`config.mk`:
```
export PLATFORM = sky130hd
export DESIGN_NAME = mc_control
export DESIGN_NICKNAME = d
export VERILOG_FILES = /design/src/rtl/mc_pkg.sv /design/src/rtl/mc_control.sv
export SDC_FILE = /design/constraint.sdc
export NUM_CORES = 1
export LEC_CHECK = 0
export ABC_AREA = 0
export BUFFER_PORTS_ARGS = -buffer_cell sky130_fd_sc_hd__buf_2
export CAP_MARGIN = 20
export CORE_ASPECT_RATIO = 1.2
export CORE_MARGIN = 2
export CORE_UTILIZATION = 40
export CTS_BUF_LIST = sky130_fd_sc_hd__clkbuf_8
export DETAILED_ROUTE_END_ITERATION = 7
export GPL_TIMING_DRIVEN = 0
export PLACE_DENSITY = 0.68
export SYNTH_ARGS = -nofsm -noshare
export SYNTH_HDL_FRONTEND = slang
export SYNTH_SLANG_ARGS = --single-unit
```
`constraint.sdc`:
```
create_clock -name clk -period 2.52 [get_ports clk]
set_input_delay 0.126 -clock clk [delete_from_list [all_inputs] [get_ports clk]]
set_output_delay 0.126 -clock clk [all_outputs]
set_load 0.03 [all_outputs]
```
`src/rtl/mc_pkg.sv`:
```
// Shared encodings for the multi-cycle MIPS main control FSM:
// state enum, opcode/funct constants and datapath select values.
package mc_pkg;

    typedef enum logic [3:0] {
        S_FETCH     = 4'd0,
        S_DECODE    = 4'd1,
        S_MEM_ADDR  = 4'd2,
        S_MEM_READ  = 4'd3,
        S_MEM_WB    = 4'd4,
        S_MEM_WRITE = 4'd5,
        S_EXECUTE   = 4'd6,
        S_R_WB      = 4'd7,
        S_BRANCH    = 4'd8,
        S_ADDI_EX   = 4'd9,
        S_ADDI_WB   = 4'd10,
        S_JUMP      = 4'd11,
        S_JR        = 4'd12
    } state_t;

    localparam logic [5:0] OP_RTYPE = 6'b000000;
    localparam logic [5:0] OP_LW    = 6'b100011;
    localparam logic [5:0] OP_SW    = 6'b101011;
    localparam logic [5:0] OP_BEQ   = 6'b000100;
    localparam logic [5:0] OP_BNE   = 6'b000101;
    localparam logic [5:0] OP_ADDI  = 6'b001000;
    localparam logic [5:0] OP_J     = 6'b000010;
    localparam logic [5:0] FN_JR    = 6'b001000;

    localparam logic [1:0] ALU_OP_ADD   = 2'b00;
    localparam logic [1:0] ALU_OP_SUB   = 2'b01;
    localparam logic [1:0] ALU_OP_RTYPE = 2'b10;

    localparam logic [1:0] ALUB_REG    = 2'b00;
    localparam logic [1:0] ALUB_FOUR   = 2'b01;
    localparam logic [1:0] ALUB_IMM    = 2'b10;
    localparam logic [1:0] ALUB_IMM_SH = 2'b11;

    localparam logic [1:0] PCSRC_ALU    = 2'b00;
    localparam logic [1:0] PCSRC_ALUOUT = 2'b01;
    localparam logic [1:0] PCSRC_JUMP   = 2'b10;
    localparam logic [1:0] PCSRC_REG    = 2'b11;

    // States that stall on the memory ready handshake.
    function automatic logic is_wait_state(input state_t s);
        return (s == S_FETCH) || (s == S_MEM_READ) || (s == S_MEM_WRITE);
    endfunction

endpackage

```
`src/rtl/mc_control.sv`:
```
// Main control FSM for the multi-cycle MIPS datapath: sequences each
// instruction and drives every datapath enable and mux select.
module mc_control
    import mc_pkg::*;
#(
    parameter int unsigned WAIT_LIMIT = 16,
    parameter int unsigned WAIT_W     = 5
) (
    input  logic       clk,
    input  logic       reset,
    input  logic [5:0] opcode,
    input  logic [5:0] funct,
    input  logic       mem_ready,
    output logic       pc_write,
    output logic       pc_write_cond,
    output logic       branch_ne,
    output logic       iord,
    output logic       mem_read,
    output logic       mem_write,
    output logic       ir_write,
    output logic       reg_dst,
    output logic       mem_to_reg,
    output logic       reg_write,
    output logic       alu_src_a,
    output logic [1:0] alu_src_b,
    output logic [1:0] alu_op,
    output logic [1:0] pc_source,
    output logic       illegal_op,
    output logic       instr_retired,
    output logic       mem_timeout
);

    localparam logic [WAIT_W-1:0] LIMIT = WAIT_LIMIT[WAIT_W-1:0];

    state_t            state, next_state;
    logic [WAIT_W-1:0] wait_cnt, wait_cnt_nxt;
    logic              timeout_q;

    always_ff @(posedge clk) begin
        if (reset) begin
            state <= S_FETCH;
        end else begin
            state <= next_state;
        end
    end

    always_comb begin
        next_state = state;
        case (state)
            S_FETCH:     if (mem_ready) next_state = S_DECODE;
            S_DECODE: begin
                case (opcode)
                    OP_LW, OP_SW:   next_state = S_MEM_ADDR;
                    OP_RTYPE: begin
                        if (funct == FN_JR) next_state = S_JR;
                        else                next_state = S_EXECUTE;
                    end
                    OP_BEQ, OP_BNE: next_state = S_BRANCH;
                    OP_ADDI:        next_state = S_ADDI_EX;
                    OP_J:           next_state = S_JUMP;
                    default:        next_state = S_FETCH;
                endcase
            end
            S_MEM_ADDR: begin
                if (opcode == OP_LW) next_state = S_MEM_READ;
                else                 next_state = S_MEM_WRITE;
            end
            S_MEM_READ:  if (mem_ready) next_state = S_MEM_WB;
            S_MEM_WRITE: if (mem_ready) next_state = S_FETCH;
            S_EXECUTE:   next_state = S_R_WB;
            S_ADDI_EX:   next_state = S_ADDI_WB;
            S_MEM_WB, S_R_WB, S_BRANCH, S_ADDI_WB, S_JUMP, S_JR:
                         next_state = S_FETCH;
            default:     next_state = S_FETCH;
        endcase
    end

    // Moore decode; reset masks every output so nothing is written while held.
    always_comb begin
        pc_write      = 1'b0;
        pc_write_cond = 1'b0;
        branch_ne     = 1'b0;
        iord          = 1'b0;
        mem_read      = 1'b0;
        mem_write     = 1'b0;
        ir_write      = 1'b0;
        reg_dst       = 1'b0;
        mem_to_reg    = 1'b0;
        reg_write     = 1'b0;
        alu_src_a     = 1'b0;
        alu_src_b     = ALUB_REG;
        alu_op        = ALU_OP_ADD;
        pc_source     = PCSRC_ALU;
        illegal_op    = 1'b0;
        instr_retired = 1'b0;
        if (!reset) begin
            case (state)
                S_FETCH: begin
                    mem_read  = 1'b1;
                    alu_src_b = ALUB_FOUR;
                    ir_write  = mem_ready;
                    pc_write  = mem_ready;
                end
                S_DECODE: begin
                    alu_src_b = ALUB_IMM_SH;
                    case (opcode)
                        OP_LW, OP_SW, OP_RTYPE, OP_BEQ, OP_BNE, OP_ADDI, OP_J:
                                 illegal_op = 1'b0;
                        default: illegal_op = 1'b1;
                    endcase
                end
                S_MEM_ADDR, S_ADDI_EX: begin
                    alu_src_a = 1'b1;
                    alu_src_b = ALUB_IMM;
                end
                S_MEM_READ: begin
                    mem_read = 1'b1;
                    iord     = 1'b1;
                end
                S_MEM_WB: begin
                    mem_to_reg    = 1'b1;
                    reg_write     = 1'b1;
                    instr_retired = 1'b1;
                end
                S_MEM_WRITE: begin
                    mem_write     = 1'b1;
                    iord          = 1'b1;
                    instr_retired = mem_ready;
                end
                S_EXECUTE: begin
                    alu_src_a = 1'b1;
                    alu_op    = ALU_OP_RTYPE;
                end
                S_R_WB: begin
                    reg_dst       = 1'b1;
                    reg_write     = 1'b1;
                    instr_retired = 1'b1;
                end
                S_BRANCH: begin
                    alu_src_a     = 1'b1;
                    alu_op        = ALU_OP_SUB;
                    pc_write_cond = 1'b1;
                    pc_source     = PCSRC_ALUOUT;
                    branch_ne     = (opcode == OP_BNE);
                    instr_retired = 1'b1;
                end
                S_ADDI_WB: begin
                    reg_write     = 1'b1;
                    instr_retired = 1'b1;
                end
                S_JUMP: begin
                    pc_write      = 1'b1;
                    pc_source     = PCSRC_JUMP;
                    instr_retired = 1'b1;
                end
                S_JR: begin
                    pc_write      = 1'b1;
                    pc_source     = PCSRC_REG;
                    instr_retired = 1'b1;
                end
                default: ;
            endcase
        end
    end

    // Entry into a wait state takes priority so each access starts from zero.
    always_comb begin
        wait_cnt_nxt = wait_cnt;
        if (is_wait_state(next_state) && (next_state != state)) begin
            wait_cnt_nxt = '0;
        end else if (is_wait_state(state)) begin
            if (mem_ready) begin
                wait_cnt_nxt = '0;
            end else if (wait_cnt != '1) begin
                wait_cnt_nxt = wait_cnt + 1'b1;
            end
        end
    end

    // Timeout is set from the next count so flag and counter reach the limit together.
    always_ff @(posedge clk) begin
        if (reset) begin
            wait_cnt  <= '0;
            timeout_q <= 1'b0;
        end else begin
            wait_cnt <= wait_cnt_nxt;
            if ((WAIT_LIMIT != 0) && (wait_cnt_nxt == LIMIT)) begin
                timeout_q <= 1'b1;
            end
        end
    end

    assign mem_timeout = timeout_q & ~reset;

endmodule
```
* Word level (Yosys, flattened, before mapping)
Cells that the tools add are included. Widths: inputs -> output; s select.
Word-level totals: flip-flop bits (word level) 10, input bits 15
Cells by class: reduce and logical (&&, ||, !) cells 18, eq/ne operators 24, $add $sub $neg 1, bitwise logic cells 2, multiplexer cells 44
Operators by type and width (number):
- $pmux 4 s7 | 1
- $mux 1 | 25
- $eq 4x3->1 const B | 5
- $eq 4x4->1 const B | 5
- $mux 5 | 4
- $pmux 4 s5 | 1
- $mux 4 | 4
- $eq 4x2->1 const B | 3
- $eq 6x3->1 const B | 2
- $eq 6x4->1 const B | 2
- $eq 6x6->1 const B | 2
- $pmux 2 s3 | 2
- $reduce_or 2->1 | 6
- $logic_not 4->1 | 2
- $reduce_or 7->1 | 1
- $eq 6x2->1 const B | 1
- $logic_not 6->1 | 1
- $mux 2 | 3
- $reduce_or 6->1 | 1
- $add 5x1->5 const B | 1
- $eq 5x5->1 const B | 1
- $ne 5x5->1 const B | 1
- $eq 4x1->1 const B | 1
- $logic_or 1x1->1 | 4
- other kinds (9) | 10

* Logic depth before layout (Yosys ltp)
word-level depth 10, depth in mapped cells 9

* Least setup slack after synthesis
Ideal clock, no wire load.
path kind reg2out, start register state[1], end output pc_write, setup slack 0.282 ns, required time 2.394 ns, cell stages (with the launch flop) 6, path buffers 2, data arrival time 2.112 ns, cell sequence dfxtp_1 -> buf_4 -> clkbuf_1 -> or3_1 -> nor3_1 -> or2_2
Between the ends: cells in the longest elaborated chain, start to end 4
Ends and longest elaborated chain:
- from (decl) | line mc_control.sv:35 | state_t state, next_state;
- from (signal assigned) | line mc_control.sv:43 | state <= next_state;
- $eq 4x4->1 | line mc_control.sv:97 | case (state)
- $reduce_or 2->1 (no line)
- $pmux 1 s2 * | line mc_control.sv:97
- $mux 1 * | line mc_control.sv:96 | if (!reset) begin
- to (decl) | line mc_control.sv:14 | output logic pc_write,
Mark *: on every way between the ends. The rest lies on a longest branch, timed or not.

* Final worst setup path
start register state[2], end register timeout_q
Between the ends: cells in the longest elaborated chain, start to end 8
Ends and longest elaborated chain:
- $eq 4x4->1 (tied with other cells) | line mc_control.sv:49 | case (state)
- $pmux 4 s7 | line mc_control.sv:49
- $eq 4x2->1 / $logic_not 4->1 (equally long branches) | line mc_pkg.sv:46 | return (s == S_FETCH) || (s == S_MEM_READ) || (s == S_MEM_WRITE);
- $logic_or 1x1->1 (2 in a row) | line mc_pkg.sv:46
- $logic_and 1x1->1 | line mc_control.sv:169 | if (is_wait_state(next_state) && (next_state != state)) begin
- $mux 5 * | line mc_control.sv:169
- $eq 5x5->1 * | line mc_control.sv:187 | if ((WAIT_LIMIT != 0) && (wait_cnt_nxt == LIMIT)) begin
- to (signal assigned) | line mc_control.sv:184 | timeout_q <= 1'b0;
- to (signal assigned) | line mc_control.sv:188 | timeout_q <= 1'b1;
- to (decl) | line mc_control.sv:37 | logic timeout_q;
Marks and branches as above. A chain may end at the register's enable or synchronous reset.

==> metrics.md <==
| Metric | Value |
|---|---|
| CTS buffer count | `3` |
| Measured slew at the worst slew-check pin | `500 ps` |
| Ys Warns | `0` |
| Worst path arrival time | `2450 ps` |
| Vias in the first global route | `1,188` |
| Core outline area | `2730 sq um` |
| Total Power | `0.455 mW` |
| Htree depth | `1` |
| Fillers | `284` |
| Syn Nets | `168` |
| DP Worst Slack | `-81.3 ps` |
| Slowest stage delay, CP | `470 ps` |
| Largest net degree at the start of global routing | `11` |
| Total gr overflow | `0` |
| Storage cell area | `200 sq um` |
| Antenna violations before repair | `0` |
| Final Cycle Share | `0.938` |
| Layout Nets | `208` |
| Yosys reg bits | `10` |
| DP HPWL | `2380 microns` |
| Final Slew Violations | `0` |
| GR Util All Layers | `0.196` |
| CP required | `2610 ps` |
| Ports | `35` |
| Final min period | `2360 ps` |
| Layout cells sized above 1 | `0.289` |
| RSZ-0062 raised after global routing | `false` |
| First-pass GRT wire length | `4930 microns` |
| Clock Sinks | `10` |
| Power per Cell Area | `328 nW/um^2` |
| PortBufs | `33` |
| Routed WL | `3010 microns` |
| Startpoint types | `register` |
| Max_cap viols | `0` |
| Total number of vias | `1,278` |
| # DRC | `0` |
| Clock buffer depth | `2` |
| CP endpoint kind | `register` |
| DIE WIDTH | `52.3 microns` |
| Total leakage power | `0.611 nW` |
| Hold Vio Cnt, Final | `0` |
| Util after Layout | `0.507` |
| Ant diodes | `0` |
| Area taken by multi-input logic gates | `846 sq um` |
| Drt initial violations | `34` |
| First-pass detailed-route iteration total | `4` |
| Clock transition at path regs | `40 ps` |
| Synth Flop Type | `dfxtp_1` |
| Site Rows | `21` |
| Setup TNS | `0 ps` |
| Critical path type | `register to register` |
| Avg Cell Area, Syn | `7.37 sq um` |
| Detail-routed via count per cell | `5.71` |
| Die area | `3240 sq um` |
| Worst-skew pair later-pin latency | `230 ps` |
| Drt wl/cell | `13.4 microns` |
| PnR worst setup slack | `156 ps` |
| Post-Syn Instances | `152` |
| Synth Cell Area | `1120 sq um` |
| Final setup violation count | `0` |
| Final Skew | `1.29 ps` |
| Ys async rst share | `0` |
| Number of flops mapped to enable cells by yosys | `0` |
| Slowest CP cell | `nor4b_4` |
| Post-route ant nets | `0` |
| Die height | `62.0 microns` |
| Design area | `1390 sq um` |
| CP most frequent cell | `buf_4` |
| Post-synth cell types | `54` |
| Root buffer cell | `clkbuf_8` |
| Register area share after synthesis | `0.179` |
| Worst Hold Class | `input port to register` |
| Placer Congestion | `0.916` |
| Crit-path max FO | `9` |
| CTS tree | `built` |
| Post-DP Area | `1330 sq um` |
| Peak supply drop | `0.000333 V` |
| Rel. slew slack | `0.666` |
| Critical path cell sequence | `buf_4 -> or2_1 -> buf_4 -> a2111oi_2 -> a221oi_1 -> o311a_2 -> mux2i_1 -> nor4b_4 -> o32ai_2` |
| FMAX | `0.423 GHz` |
| Cts hold-fix bufs | `0` |
| Synthesis-to-finish area growth | `23.7%` |
| Status | `complete, no violations` |
| Starting Density | `0.410` |
-- layout make-up --
type / instances / area share
Tap cell: 34 / 0.0307
Sequential cell: 10 / 0.145
Clock buffer: 3 / 0.0298
Inverter: 5 / 0.0136
Multi-Input combinational cell: 126 / 0.611
Timing Repair Buffer: 35 / 0.130
Buffer: 11 / 0.0407
-- per-stage QoR --
stage	hold WS (ps)	std cells
after floorplan	422	152
after global placement	459	219
after detailed placement	469	219
after CTS	314	224
after global routing	349	224
final	315	224
-- flip-flops by register name, summed over array words and instances, names as in the netlist --
| register | flops |
|---|---|
| wait_cnt | 5 |
| state | 4 |
| timeout_q | 1 |
-- cells in the mapped netlist (all sizes together), types with 2 or more instances --
| library cell | count | area share |
|---|---|---|
| nand2b | 5 | 0.028 |
| and2b | 2 | 0.013 |
| or2 | 4 | 0.022 |
| o311a | 2 | 0.019 |
| nor4b | 5 | 0.064 |
| or3b | 2 | 0.016 |
| nor2b | 8 | 0.045 |
| or3 | 3 | 0.017 |
| nor3 | 11 | 0.049 |
| mux2i | 2 | 0.018 |
| a31oi | 4 | 0.022 |
| nand2 | 7 | 0.023 |
| nand4 | 3 | 0.017 |
| and3 | 2 | 0.011 |
| o22ai | 2 | 0.011 |
| nand3 | 3 | 0.013 |
| a211oi | 3 | 0.020 |
| nand3b | 2 | 0.013 |
| a21oi | 4 | 0.018 |
| mux2 | 2 | 0.020 |
| nor2 | 23 | 0.077 |
| o21ai | 2 | 0.0089 |
| buf | 6 | 0.032 |
| inv | 5 | 0.017 |
| xnor2 | 2 | 0.016 |
| clkbuf | 5 | 0.017 |
| o21bai | 4 | 0.027 |
| dfxtp | 10 | 0.18 |
-- cells in the final DEF (no fill, tap or decap), types with 2 or more instances in the layout --
cell	Yosys	layout
a211oi_1	3	3
a21oi_1	4	4
a31oi_1	4	4
and2b_1	2	2
and3_1	2	2
buf_2	2	35
buf_4	3	5
clkbuf_1	5	4
clkbuf_8	0	3
dfxtp_1	10	10
inv_1	5	5
mux2_2	2	2
mux2i_1	2	2
nand2_1	7	7
nand2b_1	5	5
nand3_1	3	3
nand3b_1	2	2
nand4_1	3	3
nor2_1	23	23
nor2b_1	8	8
nor3_1	11	11
nor4b_1	2	2
nor4b_2	2	2
o21ai_0	2	2
o21bai_1	4	4
o22ai_1	2	2
or2_1	2	2
or3_1	3	3
or3b_2	2	2
xnor2_1	2	2
-- metal layers --
metal	GRT usage	share of wire
met1	0.222	0.42
met2	0.373	0.53
met3	0.0167	0.042
met4	0.0806	0.016
met5	0	0
-- power breakdown --
group | internal (mW) | leakage (nW) | switching, mW
registers | 0.163 | 0.0810 | 0.00356
logic | 0.0527 | 0.508 | 0.0778
clock network | 0.104 | 0.0216 | 0.0544
total | 0.319 | 0.611 | 0.136
-- cells by family (layout without fill, tap and decap cells) --
family          count (synthesis)  after routing  share of synthesized area
flops                          10             10                      0.179
fa+ha+maj                       1              1                     0.0112
mux                             4              4                     0.0380
simple gates                   86             86                      0.457
buf+inv                        16             54                     0.0659
compound gates                 32             32                      0.226
xor+xnor                        3              3                     0.0235
-- what timing repair did --
action,4_1_cts,5_1_grt
resized for setup,0,2
buffers inserted,2,0
endpoints found under the setup margin,5,5
cloned,0,0
pin swaps,1,1
-- worst max-delay path, delay by kind of cell (launching register included) --
| kind | cells | cell delay (ps) |
|---|---|---|
| AO/OA/AOI/OAI | 4 | 780 |
| buffers and inverters | 2 | 330 |
| flip-flops | 1 | 300 |
| multiplexers | 1 | 160 |
| AND/OR/NAND/NOR | 2 | 670 |
-- worst paths after layout --
path	slack (ps)	end	from	cells after the start
min reg2reg	470	timeout_q$_SDFFE_PP0N_	timeout_q$_SDFFE_PP0N_	2
max reg2reg	160	timeout_q$_SDFFE_PP0N_	state[2]$_SDFF_PP0_	9
max	160	timeout_q$_SDFFE_PP0N_	state[2]$_SDFF_PP0_	9
min	320	state[0]$_SDFF_PP0_	reset	2
Power figures use the tool's default switching activity.
